File: src/rtl/inst_queue_pkg.sv
// Shared definitions for the instruction queue and its dispatch control:
// opcode constants, the stored {inst, pc} record and the head-class helper.
package inst_queue_pkg;

   localparam int DATA_LENGTH = 32;
   localparam int PC_LENGTH   = 32;

   localparam logic [6:0] LOAD_OPCODE  = 7'b0000011;
   localparam logic [6:0] STORE_OPCODE = 7'b0100011;

   typedef struct packed {
      logic [DATA_LENGTH-1:0] inst;
      logic [PC_LENGTH-1:0]   pc;
   } iq_entry_t;

   typedef enum logic [1:0] {
      INST_CLASS_ALU,
      INST_CLASS_LOAD,
      INST_CLASS_STORE
   } inst_class_e;

   // Loads and stores need an LSB slot as well as RS and ROB slots.
   function automatic inst_class_e classify_inst(input logic [6:0] opcode);
      inst_class_e cls;
      case (opcode)
         LOAD_OPCODE:  cls = INST_CLASS_LOAD;
         STORE_OPCODE: cls = INST_CLASS_STORE;
         default:      cls = INST_CLASS_ALU;
      endcase
      return cls;
   endfunction

endpackage

File: src/rtl/iq_dispatch_ctrl.sv
// Dispatch gating for one candidate instruction: classifies the opcode as
// memory or not and decides whether every consumer it needs has room.
module iq_dispatch_ctrl
   import inst_queue_pkg::*;
(
   input  logic [6:0] candidate_opcode,
   input  logic       has_candidate,
   input  logic       is_ready_from_rs,
   input  logic       is_ready_from_rob,
   input  logic       is_ready_from_lsb,
   output logic       pop_fire
);

   logic is_mem;

   // A candidate dispatches only when RS, ROB and, for memory ops, LSB can all take it.
   always_comb begin
      is_mem   = 1'b0;
      pop_fire = 1'b0;
      if (classify_inst(candidate_opcode) != INST_CLASS_ALU) begin
         is_mem = 1'b1;
      end
      pop_fire = has_candidate && is_ready_from_rs && is_ready_from_rob &&
                 (!is_mem || is_ready_from_lsb);
   end

endmodule

File: src/rtl/inst_queue.sv
// Circular instruction FIFO between fetch and decode/dispatch. Buffers
// {inst, pc} pairs and releases one per cycle into a registered dispatch
// slot. A ROB exception flushes everything. Optional macro IQ_BYPASS_EN lets
// an instruction arriving at an empty queue dispatch in its push cycle.
module inst_queue
   import inst_queue_pkg::*;
#(
   parameter int IqLength      = 15,
   parameter int PointerLength = 3
)
(
   input  logic                     clk,
   input  logic                     rst,
   input  logic                     is_valid_from_if,
   input  logic [31:0]              inst_from_if,
   input  logic [31:0]              pc_from_if,
   input  logic                     is_ready_from_rs,
   input  logic                     is_ready_from_rob,
   input  logic                     is_ready_from_lsb,
   input  logic                     is_exception_from_rob,
   output logic                     is_full_to_if,
   output logic [31:0]              inst_to_dc,
   output logic [31:0]              pc_to_dc,
   output logic                     is_empty_to_dc,
   output logic [PointerLength+1:0] count_to_if
);

   localparam logic [PointerLength+1:0] IqDepth  = (PointerLength+2)'(IqLength + 1);
   localparam logic [PointerLength+1:0] CountOne = (PointerLength+2)'(1);
   localparam logic [PointerLength:0]   PtrOne   = (PointerLength+1)'(1);

   iq_entry_t               entries [0:IqLength];
   iq_entry_t               head_entry;
   iq_entry_t               incoming;
   logic [PointerLength:0]   head;
   logic [PointerLength:0]   tail;
   logic [PointerLength+1:0] count;
   logic [PointerLength+1:0] count_next;
   logic                     queue_nonempty;
   logic                     push_acc;
   logic                     store_push;
   logic                     pop_fire;
   logic                     bypass_fire;

   assign is_full_to_if  = (count == IqDepth);
   assign count_to_if    = count;
   assign queue_nonempty = (count != '0);
   assign push_acc       = is_valid_from_if && !is_full_to_if;
   assign head_entry     = entries[head];
   assign incoming       = '{inst: inst_from_if, pc: pc_from_if};
   assign store_push     = push_acc && !bypass_fire;

   iq_dispatch_ctrl u_head_ctrl (
      .candidate_opcode  (head_entry.inst[6:0]),
      .has_candidate     (queue_nonempty),
      .is_ready_from_rs  (is_ready_from_rs),
      .is_ready_from_rob (is_ready_from_rob),
      .is_ready_from_lsb (is_ready_from_lsb),
      .pop_fire          (pop_fire)
   );

`ifdef IQ_BYPASS_EN
   logic bypass_ok;

   iq_dispatch_ctrl u_bypass_ctrl (
      .candidate_opcode  (inst_from_if[6:0]),
      .has_candidate     (push_acc && !queue_nonempty),
      .is_ready_from_rs  (is_ready_from_rs),
      .is_ready_from_rob (is_ready_from_rob),
      .is_ready_from_lsb (is_ready_from_lsb),
      .pop_fire          (bypass_ok)
   );

   assign bypass_fire = bypass_ok;
`else
   assign bypass_fire = 1'b0;
`endif

   // Occupancy moves by one for a stored push or a pop; both together cancel.
   always_comb begin
      count_next = count;
      case ({store_push, pop_fire})
         2'b10:   count_next = count + CountOne;
         2'b01:   count_next = count - CountOne;
         default: count_next = count;
      endcase
   end

   // Entry storage has no reset; contents are only meaningful below count.
   always_ff @(posedge clk) begin
      if (!rst && !is_exception_from_rob && store_push) begin
         entries[tail] <= incoming;
      end
   end

   // Pointers, occupancy and the dispatch slot; reset beats flush beats push/pop.
   always_ff @(posedge clk) begin
      if (rst) begin
         head           <= '0;
         tail           <= '0;
         count          <= '0;
         is_empty_to_dc <= 1'b1;
         inst_to_dc     <= '0;
         pc_to_dc       <= '0;
      end else if (is_exception_from_rob) begin
         head           <= '0;
         tail           <= '0;
         count          <= '0;
         is_empty_to_dc <= 1'b1;
      end else begin
         count <= count_next;
         if (store_push) begin
            tail <= tail + PtrOne;
         end
         if (pop_fire) begin
            inst_to_dc     <= head_entry.inst;
            pc_to_dc       <= head_entry.pc;
            is_empty_to_dc <= 1'b0;
            head           <= head + PtrOne;
         end else if (bypass_fire) begin
            inst_to_dc     <= inst_from_if;
            pc_to_dc       <= pc_from_if;
            is_empty_to_dc <= 1'b0;
         end else begin
            is_empty_to_dc <= 1'b1;
         end
      end
   end

endmodule

File: config.mk
export PLATFORM = sky130hd
export DESIGN_NAME = inst_queue
export DESIGN_NICKNAME = d
export VERILOG_FILES = /design/src/rtl/inst_queue_pkg.sv /design/src/rtl/iq_dispatch_ctrl.sv /design/src/rtl/inst_queue.sv
export SDC_FILE = /design/constraint.sdc
export NUM_CORES = 1
export LEC_CHECK = 0
export CORE_ASPECT_RATIO = 0.5
export CORE_UTILIZATION = 49
export CTS_CLUSTER_SIZE = 16
export DETAILED_ROUTE_END_ITERATION = 16
export PLACE_DENSITY = 0.69
export REMOVE_ABC_BUFFERS = 1
export SLEW_MARGIN = 5
export SYNTH_ARGS = -nofsm -noshare
export SYNTH_HDL_FRONTEND = slang
export SYNTH_HIERARCHICAL = 1
export SYNTH_SLANG_ARGS = --single-unit
File: constraint.sdc
create_clock -name clk -period 4.81 [get_ports clk]
set_input_delay 0.962 -clock clk [delete_from_list [all_inputs] [get_ports clk]]
set_output_delay 0.962 -clock clk [all_outputs]
set_load 0.1 [all_outputs]
==> flow_metrics.tcl, run 1 <==
set metrics [dict create \
    numClockSinks 1106 \
    drv_cap 0 \
    cts_hold_buf 0 \
    cts_buffers 95 \
    drc 0 \
    start_kind "register" \
    die_x_um 416 \
    viasPerCell 5.89 \
    row_count 75 \
    grt_max_degree 105 \
    groute.usage.overall 0.202 \
    initial_core_util 0.497 \
    hold_ws_ns 0.474 \
    maxSlewViolCount 0 \
    via_count 19200 \
    cts_max_level 3 \
    path_cells "nor2b_1, a22oi_1, a31oi_1, a21oi_1, a41oi_1, buf_4, nor4b_4, and2b_4, buf_4, a22oi_1, o211ai_1" \
    final_hold_viol_count 0 \
    cts-root-buf "clkbuf_16" \
    cts_tree "built" \
    hold_path.class "reg -> reg" \
    critical_path_class "reg -> reg" \
    synthCells 1866 \
    cp_max_fo 29 \
    yosysWarnings 6 \
    setup_viol 0 \
    whs_path_depth 2 \
    rsz0062_at_grt "false" \
    coreArea_um2 84300 \
    firstDrtPassIters 5 \
    drt-wirelength-per-cell_um 26.4 \
    port_buffers 141 \
    peakVddDrop_v 0.000290 \
    wl_mm 86.3 \
    overflow 0 \
    grt_pass1_vias 20300 \
    place.gp.congestion 0.761 \
    postCtsSetupRepairBufs 0 \
    area_delta_synth_final_pct 14.8 \
    crit_path_max_incr_delay_ns 0.59 \
    clock_latency_ns 0.66 \
    ant_nets 0 \
    r2r_cells 11 \
    fmax_ghz 0.254 \
    die-area_um2 86800 \
    finClkSkew_ns 0.0177 \
    dpl.hpwl_mm 45.5 \
    slew_headroom 0.258 \
    slowest_stage "nor2b_1" \
    boundaryPins 142 \
    post_cts_resized 0 \
    power_mw 18.5 \
    tightest_slew_ns 1.11 \
    powerDensity_nw_per_um2 384 \
    grt_pass1_wl_mm 130 \
    crit_cells 11 \
    syn_avg_cell_area_um2 22.5 \
    clk_pin_slew_worst_paths_ns 0.07 \
    fin_nets 2148 \
    outcome "complete, no violations" \
    path_buf_inv 2 \
    antenna_found_initial 3 \
    crit_required_ns 5.39 \
    end_kind "register" \
    crit_family "simple AND/OR/NAND/NOR gates" \
    post-route-period-util 0.820 \
    syn_area_um2 41900 \
    drive_gt1_frac 0.268 \
    drt_first_iter_violations 1821 \
    power.leakage_nw 14.5 \
    cp.arrival_ns 4.52 \
    die_h_um 209 \
    cts_buffer_depth 3 \
    finalCriticalPeriod_ns 3.94 \
]
==> state kept, by name (all words and copies together) (netlist names), named ones only <==
name and count:
head 4, is_empty_to_dc 1, entries 1024, tail 4, inst_to_dc 32, count_to_if 5, pc_to_dc 32
==> area by class of cell <==
| class | instances | area [um2] |
|---|---|---|
| clock buffer | 125 | 2620 |
| timing repair buffer | 201 | 2170 |
| clock inverter | 54 | 457 |
| tap | 1116 | 1400 |
| inverter | 6 | 22.5 |
| fill | 6004 | 36200 |
| sequential | 1106 | 32400 |
| multi-input combinational | 657 | 9030 |
| antenna | 2 | 5.00 |
==> stage by stage <==
step                instance area [um2]  setup TNS [ns]  setup slack (ns)   util  instances
CTS                               48100               0             0.879  0.571       3265
detailed placement                45000               0             0.877  0.534       3086
global placement                  45000               0             0.929  0.534       3086
floorplan                         41300         -728.40             -7.94      -       1769
finish                            48100               0             0.866  0.571       3267
global route                      48100               0             0.668  0.571       3267
==> layer usage <==
layer | vias to the layer above | global-route usage | wire length [um]
li1 | 8235 | - | -
met1 | 10300 | 0.287 | 37200
met2 | 536 | 0.335 | 43000
met3 | 124 | 0.0276 | 4430
met4 | 2 | 0.0520 | 1640
met5 | - | 0 | 9
==> cell usage in the layout, fill, tap and decap left out, types with 31 or more instances in the layout <==
cell and instances:
edfxtp_1 1024, mux4_2 242, clkdlybuf4s50_1 141, clkbuf_16 98, mux2i_1 97, nand2_1 87, dfxtp_1 79, o211ai_2 51
a22oi_2 50, buf_4 35, clkinv_2 31
==> where the power goes <==
part	leakage, nW	internal [mW]	switching, mW	total, mW
clock	1.54	4.23	3.35	7.58
combinational	3.13	0.101	0.241	0.342
sequential	9.88	10.5	0.0132	10.5
total	14.5	14.9	3.60	18.5
==> worst paths after layout <==
| path | start | endpoint | slack, ns |
|---|---|---|---|
| hold reg to reg | inst_to_dc[21] | inst_to_dc[21] | 0.47 |
| setup reg to reg | register | inst_to_dc[13] | 0.87 |
| setup / recovery | register | inst_to_dc[13] | 0.87 |
| hold / removal | inst_to_dc[21] | inst_to_dc[21] | 0.47 |
==> worst reg2reg max path: stages, from the launching register on <==
cell	delay (ns)
dfxtp_4	0.56
nor2b_1	0.60
a22oi_1	0.19
a31oi_1	0.26
a21oi_1	0.10
a41oi_1	0.37
buf_4	0.25
nor4b_4	0.47
and2b_4	0.24
buf_4	0.52
a22oi_1	0.17
o211ai_1	0.13
No activity file was read; power rests on OpenSTA's default activity.
==> run 2: changes to the inputs <==
--- a/config.mk
+++ b/config.mk
@@ -9,7 +9,7 @@
 export CORE_UTILIZATION = 49
 export CTS_CLUSTER_SIZE = 16
 export DETAILED_ROUTE_END_ITERATION = 16
-export PLACE_DENSITY = 0.69
+export PLACE_DENSITY = 0.66
 export REMOVE_ABC_BUFFERS = 1
 export SLEW_MARGIN = 5
 export SYNTH_ARGS = -nofsm -noshare
==> constraint.sdc (replaced) <==
create_clock -name clk -period 3.68 [get_ports clk]
set_input_delay 0.736 -clock clk [delete_from_list [all_inputs] [get_ports clk]]
set_output_delay 0.736 -clock clk [all_outputs]
set_load 0.1 [all_outputs]
==> run 2 against run 1 <==
  * Sequential cell count unchanged
  * Clock power up 31%
  * Sequential power up 31%
  * Critical path depth grew 2
  * Largest cell class unchanged
  * Worst setup slack worse by 0.75 ns
  * Largest power group unchanged
  * Total power up 31%
  * Design area is 1.2% higher
  * Core utilization rose by 0.70 points
  * Hold slack improved by 0.0020 ns
==> flow_metrics.tcl, run 2 (synthesis results as in run 1) <==
set metrics [dict create \
    outcome "complete, no violations" \
    utilization 0.578 \
    dpl.hpwl_mm 49.3 \
    place_area_um2 45600 \
    grt_pass1_vias 20200 \
    die_x_um 416 \
    cts_buffers 95 \
    fin_nets 2186 \
    ant_nets 0 \
    power_mw 24.2 \
    cts_max_level 3 \
    drive_gt1_frac 0.283 \
    drt_first_iter_violations 1821 \
    end_kind "register" \
    wl_mm 88.9 \
    mostFrequentLayoutCells "1024 x edfxtp_1, 242 x mux4_2, 133 x clkdlybuf4s50_1" \
    start_kind "register" \
    drt-wirelength-per-cell_um 26.9 \
    largest_reg_flops 1024 \
    die-area_um2 86800 \
    place.gp.congestion 0.757 \
    top_register "entries" \
    port_buffers 141 \
    area_delta_synth_final_pct 16.2 \
    power.leakage_nw 14.8 \
    overflow 0 \
    rsz0062_at_grt "false" \
    viasPerCell 5.88 \
    grt_max_degree 98 \
    cp.arrival_ns 4.14 \
    grt_pass1_wl_mm 132 \
    tightest_slew_ns 1.08 \
    final_hold_viol_count 0 \
    via_count 19400 \
    finClkSkew_ns 0.0243 \
    setup_viol 0 \
    boundaryPins 142 \
    hold_path.class "reg -> reg" \
    clock_latency_ns 0.66 \
    initial_core_util 0.497 \
    cts-root-buf "clkbuf_16" \
    cts_buffer_depth 3 \
    layout_commonest_cell "edfxtp_1" \
    cts_tree "built" \
    post-route-period-util 0.970 \
    cp_max_fo 8 \
    peakVddDrop_v 0.000385 \
    fmax_ghz 0.280 \
    slowest_stage "dfxtp_4" \
    firstDrtPassIters 6 \
    critical_path_class "reg -> reg" \
    powerDensity_nw_per_um2 496 \
    path_cells "buf_4, and2_0, nand2_1, a31oi_1, a21oi_1, nor4_2, a41oi_2, ha_2, fa_1, a21o_1, a21oi_1, mux2i_1, mux2i_1" \
    largestRegisters "entries x1024, inst_to_dc x32, pc_to_dc x32" \
    finalCriticalPeriod_ns 3.57 \
    slew_headroom 0.275 \
    clk_pin_slew_worst_paths_ns 0.06 \
    drc 0 \
    row_count 75 \
    coreArea_um2 84300 \
    fin_area_um2 48700 \
    crit_path_max_incr_delay_ns 0.44 \
    crit_required_ns 4.25 \
    groute.usage.overall 0.207 \
    die_h_um 209 \
    drv_cap 0 \
    antenna_found_initial 2 \
    numClockSinks 1106 \
    maxSlewViolCount 0 \
]
-- run 2: critical path: cells and delay by family, from the launching register on --
| kind | cells | cell delay [ns] |
|---|---|---|
| buffers and inverters | 1 | 0.21 |
| multiplexers | 2 | 0.48 |
| AO/OA/AOI/OAI | 5 | 0.89 |
| AND/OR/NAND/NOR | 3 | 0.80 |
| adder cells (fa/ha/maj) | 2 | 0.68 |
| flip-flops | 1 | 0.44 |
-- run 2: area by class of cell --
cell class                      count  area (um2)
Antenna cell                        2        5.00
Clock buffer                      123        2600
Inverter                            6        22.5
Tap cell                         1116        1400
Sequential cell                  1106       32400
Multi-Input combinational cell    657        9050
Clock inverter                     55         480
Fill cell                        5981       35600
Timing Repair Buffer              239        2750
-- run 2: path summary, 6_finish.rpt --
kind / depth (start not counted) / slack, ns / endpoint / from
max: 13 / 0.11 / count_to_if[4] / register
min: 2 / 0.48 / pc_to_dc[11] / pc_to_dc[11]
max reg2reg: 13 / 0.11 / count_to_if[4] / register
min reg2reg: 2 / 0.48 / pc_to_dc[11] / pc_to_dc[11]
-- run 2: layer usage --
| metal | up-vias | routed length (um) | global-route usage |
|---|---|---|---|
| li1 | 8306 | - | - |
| met1 | 10500 | 39400 | 0.301 |
| met2 | 538 | 43500 | 0.336 |
| met3 | 115 | 4320 | 0.0285 |
| met4 | 0 | 1630 | 0.0490 |
| met5 | - | 0 | 0 |
-- run 2: repair_timing --
item,4_1_cts,5_1_grt
setup endpoints to repair,0,1
resized for setup,0,5
hold buffers,0,0
setup buffers,0,1
-- run 2: where the power goes --
group	total [mW]	switching, mW	leakage (nW)	internal [mW]
Combinational	0.461	0.319	3.41	0.142
Clock	9.93	4.38	1.52	5.55
Sequential	13.8	0.0181	9.88	13.8
Total	24.2	4.71	14.8	19.4
-- run 2: metrics by stage --
stage,worst slack [ns],std cells,TNS [ns],hold WS [ns]
after global routing,0.00598,3304,0,0.498
after global placement,0.0784,3123,0,0.449
after CTS,0.00816,3301,0,0.480
after detailed placement,0.0363,3123,0,0.457
after floorplan,-9.07,1769,-1929.66,0.485
final,0.112,3304,0,0.476
